===== src/rtl/rf_pkg.sv =====
// Shared register-file package: address/data widths and typedefs used by the
// RF, the issue logic and the write-back scheduler.
package rf_pkg;

    localparam int REG_ADDR_W = 5;
    localparam int REG_DATA_W = 32;
    localparam int REG_COUNT  = 32;

    typedef logic [REG_ADDR_W-1:0] reg_addr_t;
    typedef logic [REG_DATA_W-1:0] reg_data_t;

    // One-hot select of a register index across the whole file
    function automatic logic [REG_COUNT-1:0] reg_onehot(input reg_addr_t addr);
        logic [REG_COUNT-1:0] one;
        one = {{(REG_COUNT-1){1'b0}}, 1'b1};
        return one << addr;
    endfunction

endpackage


===== src/rtl/rf_scoreboard.sv =====
// Pending-write scoreboard for registers reserved by long-latency (B) ops.
// A claim sets the bit, the B write leaving the write stage clears it; a set
// and a clear of the same bit in one cycle leaves the bit set. r0 never pends.
module rf_scoreboard
    import rf_pkg::*;
(
    input  logic       clk,
    input  logic       rst,
    input  logic       claim_valid,
    input  logic [4:0] claim_rd,
    input  logic       clr_en,
    input  logic [4:0] clr_addr,
    input  logic [4:0] rs_addr,
    input  logic [4:0] rt_addr,
    input  logic [4:0] lookup_addr,
    output logic       claim_ready,
    output logic       lookup_pending,
    output logic       src_hazard
);

    logic [REG_COUNT-1:0] pending_q;
    logic [REG_COUNT-1:0] pending_d;
    logic                 set_en;

    // Lookups against the current pending set
    always_comb begin
        claim_ready    = !pending_q[claim_rd];
        lookup_pending = pending_q[lookup_addr];
        src_hazard     = pending_q[rs_addr] | pending_q[rt_addr]
                       | (claim_valid && !claim_ready);
    end

    // Next pending set: clear first so a same-cycle set of that bit wins
    always_comb begin
        set_en    = claim_valid && claim_ready && (claim_rd != 5'd0);
        pending_d = pending_q;
        if (clr_en) begin
            pending_d = pending_d & ~reg_onehot(clr_addr);
        end
        if (set_en) begin
            pending_d = pending_d | reg_onehot(claim_rd);
        end
        pending_d[0] = 1'b0;
    end

    // Pending bit storage; reset drops all outstanding claims
    always_ff @(posedge clk) begin
        if (rst) begin
            pending_q <= '0;
        end else begin
            pending_q <= pending_d;
        end
    end

endmodule


===== src/rtl/rf_wb_sched.sv =====
// Register-file write-back scheduler. Arbitrates the single RF write port
// between the in-order pipeline (A) and the long-latency unit (B), with a
// starvation bound for B, and flags issue hazards from the claim scoreboard.
// Optional build macro RF_WB_FWD_EN: adds rs_fwd/rt_fwd/fwd_data forwarding
// outputs from the write stage; without it, a source matching the register
// being written this cycle raises hazard instead.
module rf_wb_sched
    import rf_pkg::*;
#(
    parameter int STARVE_MAX = 4
) (
    input  logic        clk,
    input  logic        rst,
    input  logic        a_valid,
    output logic        a_ready,
    input  logic [4:0]  a_rd,
    input  logic [31:0] a_data,
    input  logic        b_valid,
    output logic        b_ready,
    input  logic [4:0]  b_rd,
    input  logic [31:0] b_data,
    input  logic        claim_valid,
    output logic        claim_ready,
    input  logic [4:0]  claim_rd,
    input  logic [4:0]  rs_addr,
    input  logic [4:0]  rt_addr,
    output logic        hazard,
    output logic        RegWrite,
    output logic [4:0]  RdAddr,
    output logic [31:0] RdData,
`ifdef RF_WB_FWD_EN
    output logic        rs_fwd,
    output logic        rt_fwd,
    output logic [31:0] fwd_data,
`endif
    output logic        sb_err
);

    localparam int CNT_W = 4;
    localparam logic [CNT_W-1:0] STARVE_LIM = CNT_W'(STARVE_MAX);

    logic [CNT_W-1:0] starve_q, starve_d;
    logic             wb_valid_q, wb_valid_d;
    logic             wb_is_b_q, wb_is_b_d;
    logic             reg_write_q, reg_write_d;
    reg_addr_t        wb_rd_q, wb_rd_d;
    reg_data_t        wb_data_q, wb_data_d;
    logic             sb_err_q, sb_err_d;

    logic             starve_hit;
    logic             a_xfer, b_xfer;
    logic             b_pending;
    logic             sb_hazard;

    // Scoreboard: B writes retire their claim as they leave the write stage
    rf_scoreboard u_sb (
        .clk            (clk),
        .rst            (rst),
        .claim_valid    (claim_valid),
        .claim_rd       (claim_rd),
        .clr_en         (wb_valid_q && wb_is_b_q),
        .clr_addr       (wb_rd_q),
        .rs_addr        (rs_addr),
        .rt_addr        (rt_addr),
        .lookup_addr    (b_rd),
        .claim_ready    (claim_ready),
        .lookup_pending (b_pending),
        .src_hazard     (sb_hazard)
    );

    // Arbitration: A by default, B when A is idle or B has waited its limit
    always_comb begin
        starve_hit = (starve_q == STARVE_LIM);
        b_ready    = b_valid && (!a_valid || starve_hit);
        a_ready    = a_valid && !b_ready;
        a_xfer     = a_valid && a_ready;
        b_xfer     = b_valid && b_ready;
    end

    // Next-state for starve counter, write stage and sticky error
    always_comb begin
        starve_d = starve_q;
        if (!b_valid || b_ready) begin
            starve_d = '0;
        end else if (!starve_hit) begin
            starve_d = starve_q + 1'b1;
        end

        wb_valid_d  = a_xfer || b_xfer;
        wb_is_b_d   = b_xfer;
        wb_rd_d     = wb_rd_q;
        wb_data_d   = wb_data_q;
        if (b_xfer) begin
            wb_rd_d   = b_rd;
            wb_data_d = b_data;
        end else if (a_xfer) begin
            wb_rd_d   = a_rd;
            wb_data_d = a_data;
        end
        // r0 writes pass through the stage but never reach the RF
        reg_write_d = wb_valid_d && (wb_rd_d != 5'd0);

        sb_err_d = sb_err_q | (b_xfer && (b_rd != 5'd0) && !b_pending);
    end

    // State registers; reset discards any in-flight write
    always_ff @(posedge clk) begin
        if (rst) begin
            starve_q    <= '0;
            wb_valid_q  <= 1'b0;
            wb_is_b_q   <= 1'b0;
            reg_write_q <= 1'b0;
            wb_rd_q     <= '0;
            wb_data_q   <= '0;
            sb_err_q    <= 1'b0;
        end else begin
            starve_q    <= starve_d;
            wb_valid_q  <= wb_valid_d;
            wb_is_b_q   <= wb_is_b_d;
            reg_write_q <= reg_write_d;
            wb_rd_q     <= wb_rd_d;
            wb_data_q   <= wb_data_d;
            sb_err_q    <= sb_err_d;
        end
    end

    // RF port, forwarding and issue hazard
    always_comb begin
        RegWrite = reg_write_q;
        RdAddr   = wb_rd_q;
        RdData   = wb_data_q;
        sb_err   = sb_err_q;
`ifdef RF_WB_FWD_EN
        rs_fwd   = reg_write_q && (wb_rd_q == rs_addr);
        rt_fwd   = reg_write_q && (wb_rd_q == rt_addr);
        fwd_data = wb_data_q;
        hazard   = sb_hazard;
`else
        hazard   = sb_hazard
                 | (reg_write_q && ((wb_rd_q == rs_addr) || (wb_rd_q == rt_addr)));
`endif
    end

endmodule


===== config.mk =====
export PLATFORM = sky130hd
export DESIGN_NAME = rf_wb_sched
export DESIGN_NICKNAME = d
export VERILOG_FILES = /design/src/rtl/rf_pkg.sv /design/src/rtl/rf_scoreboard.sv /design/src/rtl/rf_wb_sched.sv
export SDC_FILE = /design/constraint.sdc
export NUM_CORES = 1
export LEC_CHECK = 0
export ABC_CLOCK_PERIOD_IN_PS = 2400
export BUFFER_PORTS_ARGS = -buffer_cell sky130_fd_sc_hd__buf_2
export CAP_MARGIN = 15
export CORE_ASPECT_RATIO = 1.4
export CORE_MARGIN = 2
export CORE_UTILIZATION = 35
export CTS_CLUSTER_SIZE = 10
export DETAILED_ROUTE_END_ITERATION = 12
export HOLD_SLACK_MARGIN = 0.1
export PLACE_DENSITY = 0.58
export SETUP_SLACK_MARGIN = 0.02
export SYNTH_ARGS = -nofsm -noshare
export SYNTH_HDL_FRONTEND = slang
export SYNTH_SLANG_ARGS = --single-unit

===== constraint.sdc =====
create_clock -name clk -period 2.4 [get_ports clk]
set_clock_uncertainty 0.15 [all_clocks]
set_input_delay 0.36 -clock clk [delete_from_list [all_inputs] [get_ports clk]]
set_output_delay 0.36 -clock clk [all_outputs]
set_load 0.05 [all_outputs]

## Yosys cells after proc, flatten, opt, wreduce, memory -nomap -nowiden

Index checks and enable logic that the tools add are counted.

- Order comparisons: 4
- Shift operators: 2
- Reductions and logical operators: 26
- Equal/unequal tests: 3
- Muxes and demuxes: 14
- Bitwise gates (word level): 7
- Add/subtract/negate cells: 1

Operators by type and width:

| cell | count |
|---|---|
| $mux W32 | 4 |
| $shl A1 B5 Y32 const A | 2 |
| $and A32 B32 Y32 | 1 |
| $not A32 Y32 | 1 |
| $or A32 B32 Y32 | 1 |
| $lt A5 B6 Y1 const B | 4 |
| $bmux W1 S5 | 4 |
| $reduce_bool A5 Y1 | 3 |
| $logic_and A1 B1 Y1 | 12 |
| $eq A5 B5 Y1 | 2 |
| $mux W5 | 2 |
| $logic_not A1 Y1 | 5 |
| $add A4 B1 Y4 const B | 1 |
| $eq A4 B3 Y1 const B | 1 |
| $logic_or A1 B1 Y1 | 4 |
| $mux W1 | 4 |
| $or A1 B1 Y1 | 4 |
| $reduce_bool A2 Y1 | 1 |
| $reduce_or A2 Y1 | 1 |

- Input bits: 94
- Output and inout port bits: 43
- Register bits after elaboration: 77
- Logic and storage cells: 66

## Logic depth before layout (Yosys ltp)

Gate-level depths: netlist of the first run.

- Word-level depth: 10
- Mapped depth: 8
- Depth with buffers taken out: 8

## By module

Synthesis of the first run repeated with hierarchy kept, for this count alone.

- Cells, all modules: 441
- Area total of the unflattened synthesis: 4399.2 µm²

By module, submodules not included:

| module | cells an instance | instances | sequential area each (µm²) | area an instance (µm²) |
|---|---|---|---|---|
| rf_scoreboard | 256 | 1 | 620.6 | 2514.9 |
| rf_wb_sched | 185 | 1 | 900.9 | 1884.3 |

## Worst setup path after synthesis of the first run

No wires, ideal clock.

- Path type: input -> output
- Start point: input rt_addr[1]
- End point: output hazard
- Data arrival time: 2.039 ns
- Setup slack: -0.149 ns
- Cell stages on the path: 7
- Buffers on the path: 1
- Required time: 1.890 ns
- Path through: buf_2 -> mux4_2 -> mux2_2 -> nand2_1 -> o21ai_0 -> a22o_1 -> a211o_1

- Cells in the longest elaborated chain, start to end: 5
- Elaborated cells between the ends (all ways): 8

Ends and longest elaborated chain:

| item | RTL line | RTL |
|---|---|---|
| start, declared | rf_wb_sched.sv:26 | `input logic [4:0] rt_addr,` |
| $bmux W1 S5 | rf_scoreboard.sv:29 | `src_hazard = pending_q[rs_addr] \| pending_q[rt_addr]` |
| $mux W1 (not written as such) | rf_scoreboard.sv:29 |  |
| $or A1 B1 Y1 | rf_scoreboard.sv:29 |  |
| $or A1 B1 Y1 | rf_scoreboard.sv:30 | `\| (claim_valid && !claim_ready);` |
| $or A1 B1 Y1 * | rf_wb_sched.sv:140 | `\| (reg_write_q && ((wb_rd_q == rs_addr) \|\| (wb_rd_q == rt_addr)));` |
| end, declared | rf_wb_sched.sv:27 | `output logic hazard,` |

Every way passes the cells marked *; elsewhere a longest branch is shown, timed or not. The select of a mux whose other input is x is not followed.

## Worst setup path in the final report of the first run

- Start point: register u_sb.pending_q[15]
- End point: output hazard

- Cells in the longest elaborated chain, start to end: 5
- Elaborated cells between the ends (all ways): 10

Ends and longest elaborated chain:

| item | RTL line | RTL |
|---|---|---|
| start, declared | rf_scoreboard.sv:21 | `logic [REG_COUNT-1:0] pending_q;` |
| start signal, assigned | rf_scoreboard.sv:51 | `pending_q <= pending_d;` |
| $bmux W1 S5, on equally long branches | rf_scoreboard.sv:29, rf_scoreboard.sv:27 |  |
| $mux W1, on equally long branches | rf_scoreboard.sv:29, rf_scoreboard.sv:27 |  |
| $or A1 B1 Y1 or $logic_and A1 B1 Y1 (tied branches) | rf_scoreboard.sv:29, rf_scoreboard.sv:30 |  |
| $or A1 B1 Y1 * | rf_scoreboard.sv:30 |  |
| $or A1 B1 Y1 * | rf_wb_sched.sv:140 |  |

Marked as above.

==> results.toml, run 1 <==
[run_status]
outcome = "complete, but fails checks"
violations = "negative setup slack"

[timing]
fin_ws_ns = -0.290
hold_viol = 0
maxSlewHeadroom = 0.705
setup-violations-final = 2
fmax_mhz = 372
worst_pin_slew_ns = 0.442
rsz0062_at_grt = "true"
period_share = 1.12
totalNegativeSetupSlack_ns = -0.393
period_needed_ns = 2.69
drv_slew = 0

[global_routing]
grt_first_pass_wirelength_mm = 22.9
grt_pass1_vias = 4371
grt.total_usage = 0.219
antenna_found_initial = 1
grt_overflow = 0
grt_max_degree = 33

[place]
post-dp-hpwl_mm = 11.5
portBuffers = 136
gp_congestion = 0.961
placedCellCount = 767
place_area_um2 = 5490

[job]
maxCapViolations = 0

[synthesis]
synth.distinct_cells = 48
async_flop_share = 0
synth_area_um2 = 4380
ys.flop_type = "dfxtp_1"
yosysSeqAreaShare = 0.348
synth_edf_count = 0
synth_fp_nets = 562
synth_seq_cells = 76
yosysWarnings = 0
syn-instance-count = 466
synth_area_per_cell_um2 = 9.39

[final_layout]
post-route-util = 0.489
areaGrowthSynthToFinish_pct = 36.8
layout_commonest_cell = "buf_2"
most-common-layout-cells = "buf_2, o21ai_0, dfxtp_1"
multi_input_area_um2 = 2720
drive_gt1_frac = 0.429
final_area_um2 = 5990
fill_cells = 1215
layout.area.seq_um2 = 1540
fin_nets = 728
instances_no_fill = 786
antenna_cells = 0

[route]
wl_per_cell_um = 18.7
wl_mm = 14.7
drtAntennaViolNets = 0
dr_total_vias = 4355
drt_pass1_iterations = 5
via_per_inst = 5.54
drt_iter0_markers = 284
drcViolationCount = 0

[floorplan]
dieArea_um2 = 13400
core_um2 = 12300
pin_count = 137
fp.dieH_um = 136
initial_core_util = 0.357
fp-row-count = 48
die_w_um = 98.5

[power]
p_leak_uw = 0.00256
ir_drop_uv = 505
pwr-share-comb = 0.199
power_switching_uw = 1040
p_clk_frac = 0.430
seqPwrFrac = 0.371
powerDensity_nw_per_um2 = 613
sw_frac_of_total = 0.283
intPower_uw = 2630

[clock_network]
clk_latency_ns = 0.33
cts.htree.levels = 3
ctsHoldBuffers = 0
cts_buffers = 9
cts_sinks = 76
cts_buffer_depth = 2
root_buffer = "clkbuf_16"
cts_tree = "built"
clk_pin_slew_worst_paths_ns = 0.06

[setup_path]
start_kind = "flip-flop"
worstPathRequired_ns = 1.89
crit_fanout = 5
crit_type = "reg -> out"
cp-end-kind = "output pin"
worstPathArrival_ns = 2.18

[min_path]
min-delay-path-class = "in -> reg"
[final timing paths]
check,slack [ns],depth (start not counted),start,endpoint
max reg2reg,0.24,7,u_sb.pending_q[6],u_sb.pending_q[6]
max,-0.29,7,u_sb.pending_q[15],hazard
min reg2reg,0.30,2,RdData[11],RdData[11]
min,0.15,3,b_data[4],RdData[4]
[worst max-delay path: stages (launching register included)]
cell and delay, ns:
dfxtp_2 0.35, mux4_2 0.47, mux2i_1 0.18, nor3b_1 0.07
a221oi_1 0.21, o21ai_1 0.10, a211o_2 0.33, buf_8 0.15
[kinds of logic after synthesis]
group	count (synthesis)	share of synthesized area
compound gates	129	0.174
simple gates	121	0.136
mux	80	0.262
flops	76	0.348
buf+inv	46	0.0509
xor+xnor	12	0.0240
fa+ha+maj	2	0.00572
[layer usage]
layer / vias to the layer above / track usage / routed length, µm
met5: - / 0 / 11
met4: 2 / 0.0921 / 422
met1: 2028 / 0.253 / 5660
li1: 2047 / - / -
met2: 243 / 0.384 / 7410
met3: 35 / 0.0545 / 1180
[through the flow]
stage | total power, µW | hold WS, ns | worst slack, ns
finish | 3670 | 0.152 | -0.290
global route | 3810 | 0.158 | -0.350
CTS | 3690 | 0.145 | -0.298
detailed placement | 2100 | 0.287 | -0.330
global placement | 2090 | 0.281 | -0.296
floorplan | 1840 | 0.280 | -0.124
[power by group through the flow]
stage          Combinational (µW)  Clock (µW)  Sequential, µW
2_1_floorplan                 288           0            1550
3_3_place_gp                  700           0            1390
3_5_place_dp                  707           0            1390
4_1_cts                       726        1600            1360
5_1_grt                       776        1670            1370
6_report                      730        1580            1360
[sequential cells by signal, indices dropped and copies added, names as in the netlist]
register / count
RdAddr: 5
starve_q: 4
wb_is_b_q: 1
RegWrite: 1
wb_valid_q: 1
RdData: 32
sb_err: 1
u_sb.pending_q: 31
[repair_timing]
| item | CTS | global route |
|---|---|---|
| buffers inserted | 2 | 2 |
| pin swaps | 6 | 1 |
| setup endpoints to repair | 2 | 4 |
| resized for setup | 39 | 9 |
[layout make-up]
cell class | instances | area share
clock buffer | 10 | 0.0399
clock inverter | 5 | 0.0180
inverter | 9 | 0.00564
multi-input combinational | 344 | 0.454
sequential | 76 | 0.258
tap | 150 | 0.0314
timing repair buffer | 192 | 0.193
[Yosys cell counts (all sizes together) (2+ instances only)]
| cell | count | area, µm² |
|---|---|---|
| mux4 | 25 | 586 |
| ha | 2 | 25.0 |
| nand2b | 3 | 18.8 |
| a31oi | 2 | 12.5 |
| mux2i | 48 | 480 |
| nor3 | 2 | 10.0 |
| dfxtp | 76 | 1520 |
| nand2 | 49 | 184 |
| nor2b | 22 | 138 |
| a221oi | 4 | 35.0 |
| buf | 16 | 110 |
| a211o | 2 | 17.5 |
| o22ai | 2 | 12.5 |
| inv | 9 | 33.8 |
| nor2 | 20 | 75.1 |
| mux2 | 7 | 78.8 |
| o211ai | 22 | 165 |
| xnor2 | 9 | 78.8 |
| nand4b | 2 | 23.8 |
| xor2 | 3 | 26.3 |
| nor3b | 2 | 15.0 |
| a21oi | 8 | 40.0 |
| nand3 | 7 | 35.0 |
| o21ai | 79 | 395 |
| a211oi | 2 | 15.0 |
| and3 | 4 | 25.0 |
| nand4 | 3 | 18.8 |
| clkbuf | 21 | 78.8 |
| or3 | 2 | 12.5 |
Power figures use the tool's default switching activity.
==> run 2: changes to the inputs <==
- ABC_CLOCK_PERIOD_IN_PS: 2400 -> 2600
- PLACE_DENSITY: 0.58 -> 0.55
- clock period: 2.4 -> 2.6 ns (I/O delays scaled with it)
==> run 2 against run 1 <==
  * The flow still finishes with violations (negative setup slack)
  * Clock power fell by 16%
  * Setup slack better by 0.18 ns
  * Core utilization fell by 1.6 points
  * Critical path type unchanged
  * Highest routed layer is now met4
==> results.toml, run 2 (same netlist as run 1, synthesis figures left out) <==
[place]
portBuffers = 136
post-dp-hpwl_mm = 11.1
gp_congestion = 0.932
placedCellCount = 746

[timing]
worst_pin_slew_ns = 0.514
period_needed_ns = 2.71
drv_slew = 0
setup-violations-final = 1
period_share = 1.04
fin_ws_ns = -0.111
fmax_mhz = 369
rsz0062_at_grt = "true"
maxSlewHeadroom = 0.656
hold_viol = 0
hold_ws_ns = 0.176

[setup_path]
worstPathRequired_ns = 2.06
crit_type = "reg -> out"
crit_fanout = 4
cp-end-kind = "output pin"
worstPathArrival_ns = 2.17
start_kind = "flip-flop"

[power]
powerDensity_nw_per_um2 = 561
p_leak_uw = 0.00245
ir_drop_uv = 322

[clock_network]
clk_pin_slew_worst_paths_ns = 0.06
root_buffer = "clkbuf_16"
cts_sinks = 76
cts_buffers = 9
ctsHoldBuffers = 0
clk_latency_ns = 0.34
cts_tree = "built"
cts_buffer_depth = 2
cts.htree.levels = 3

[global_routing]
grt_overflow = 0
grt_max_degree = 33
antenna_found_initial = 0
grt_first_pass_wirelength_mm = 22.4
grt.total_usage = 0.214
grt_pass1_vias = 4215

[run_status]
violations = "negative setup slack"
outcome = "complete, but fails checks"

[final_layout]
multi_input_area_um2 = 2720
largest_register_ffs = 32
layout.area.seq_um2 = 1550
fill_cells = 1250
drive_gt1_frac = 0.414
areaGrowthSynthToFinish_pct = 32.4
antenna_cells = 0
fin_nets = 707
layout_commonest_cell = "buf_2"
instances_no_fill = 766
most-common-layout-cells = "buf_2, o21ai_0, dfxtp_1"

[floorplan]
fp-row-count = 48
pin_count = 137
dieArea_um2 = 13400
initial_core_util = 0.357
core_um2 = 12300
fp.dieH_um = 136
die_w_um = 98.5

[route]
via_per_inst = 5.47
drt_pass1_iterations = 5
wl_mm = 14.2
wl_per_cell_um = 18.5
drtAntennaViolNets = 0
drcViolationCount = 0
dr_total_vias = 4191
drt_iter0_markers = 281

[min_path]
min-delay-path-class = "in -> reg"

[job]
maxCapViolations = 0
==> run 2: worst paths after layout <==
path / start / to / cells past startpoint / slack, ns
setup reg to reg: u_sb.pending_q[3] / u_sb.pending_q[6] / 6 / 0.50
hold reg to reg: RdData[21] / RdData[21] / 2 / 0.30
hold / removal: a_data[5] / RdData[5] / 3 / 0.18
setup / recovery: u_sb.pending_q[13] / hazard / 6 / -0.11
==> run 2: routing by layer <==
layer / global-route usage / up-vias / wire, µm
li1: - / 2008 / -
met1: 0.252 / 1942 / 5640
met2: 0.373 / 209 / 7000
met3: 0.0422 / 32 / 1020
met4: 0.101 / 0 / 491
met5: 0 / - / 0
==> run 2: area by class of cell <==
class | count | area share
Multi-Input combinational cell | 344 | 0.470
Sequential cell | 76 | 0.268
Timing Repair Buffer | 171 | 0.169
Clock buffer | 10 | 0.0395
Tap cell | 150 | 0.0324
Clock inverter | 6 | 0.0151
Inverter | 9 | 0.00583
==> run 2: stage by stage <==
stage	utilization	TNS, ns	power (µW)	cell area [µm²]	setup WS [ns]
final	0.473	-0.111	3250	5790	-0.111
after global routing	0.473	-0.205	3380	5790	-0.205
after CTS	0.468	-0.148	3280	5740	-0.148
after detailed placement	0.435	-0.194	1920	5330	-0.145
after global placement	0.435	-0.181	1920	5330	-0.155
after floorplan	-	0	1700	4380	0.0302
==> run 2: worst max-delay path, cell delays in order, from the launching register on <==
cell and delay (ns):
dfxtp_2 0.34, mux4_2 0.46, and3b_1 0.19, a311oi_1 0.27
o21ai_1 0.11, a211o_4 0.32, buf_8 0.15
==> run 2: where the power goes <==
part           total, µW  switching [µW]  internal (µW)
sequential          1260            42.2           1220
clock               1330             493            842
combinational        657             420            237
total               3250             955           2300
==> run 2: timing repair <==
action | CTS | global route
setup endpoints to repair | 2 | 2
gates cloned | 0 | 0
gates resized for setup | 36 | 15
buffers inserted | 4 | 0
pin swaps | 5 | 1
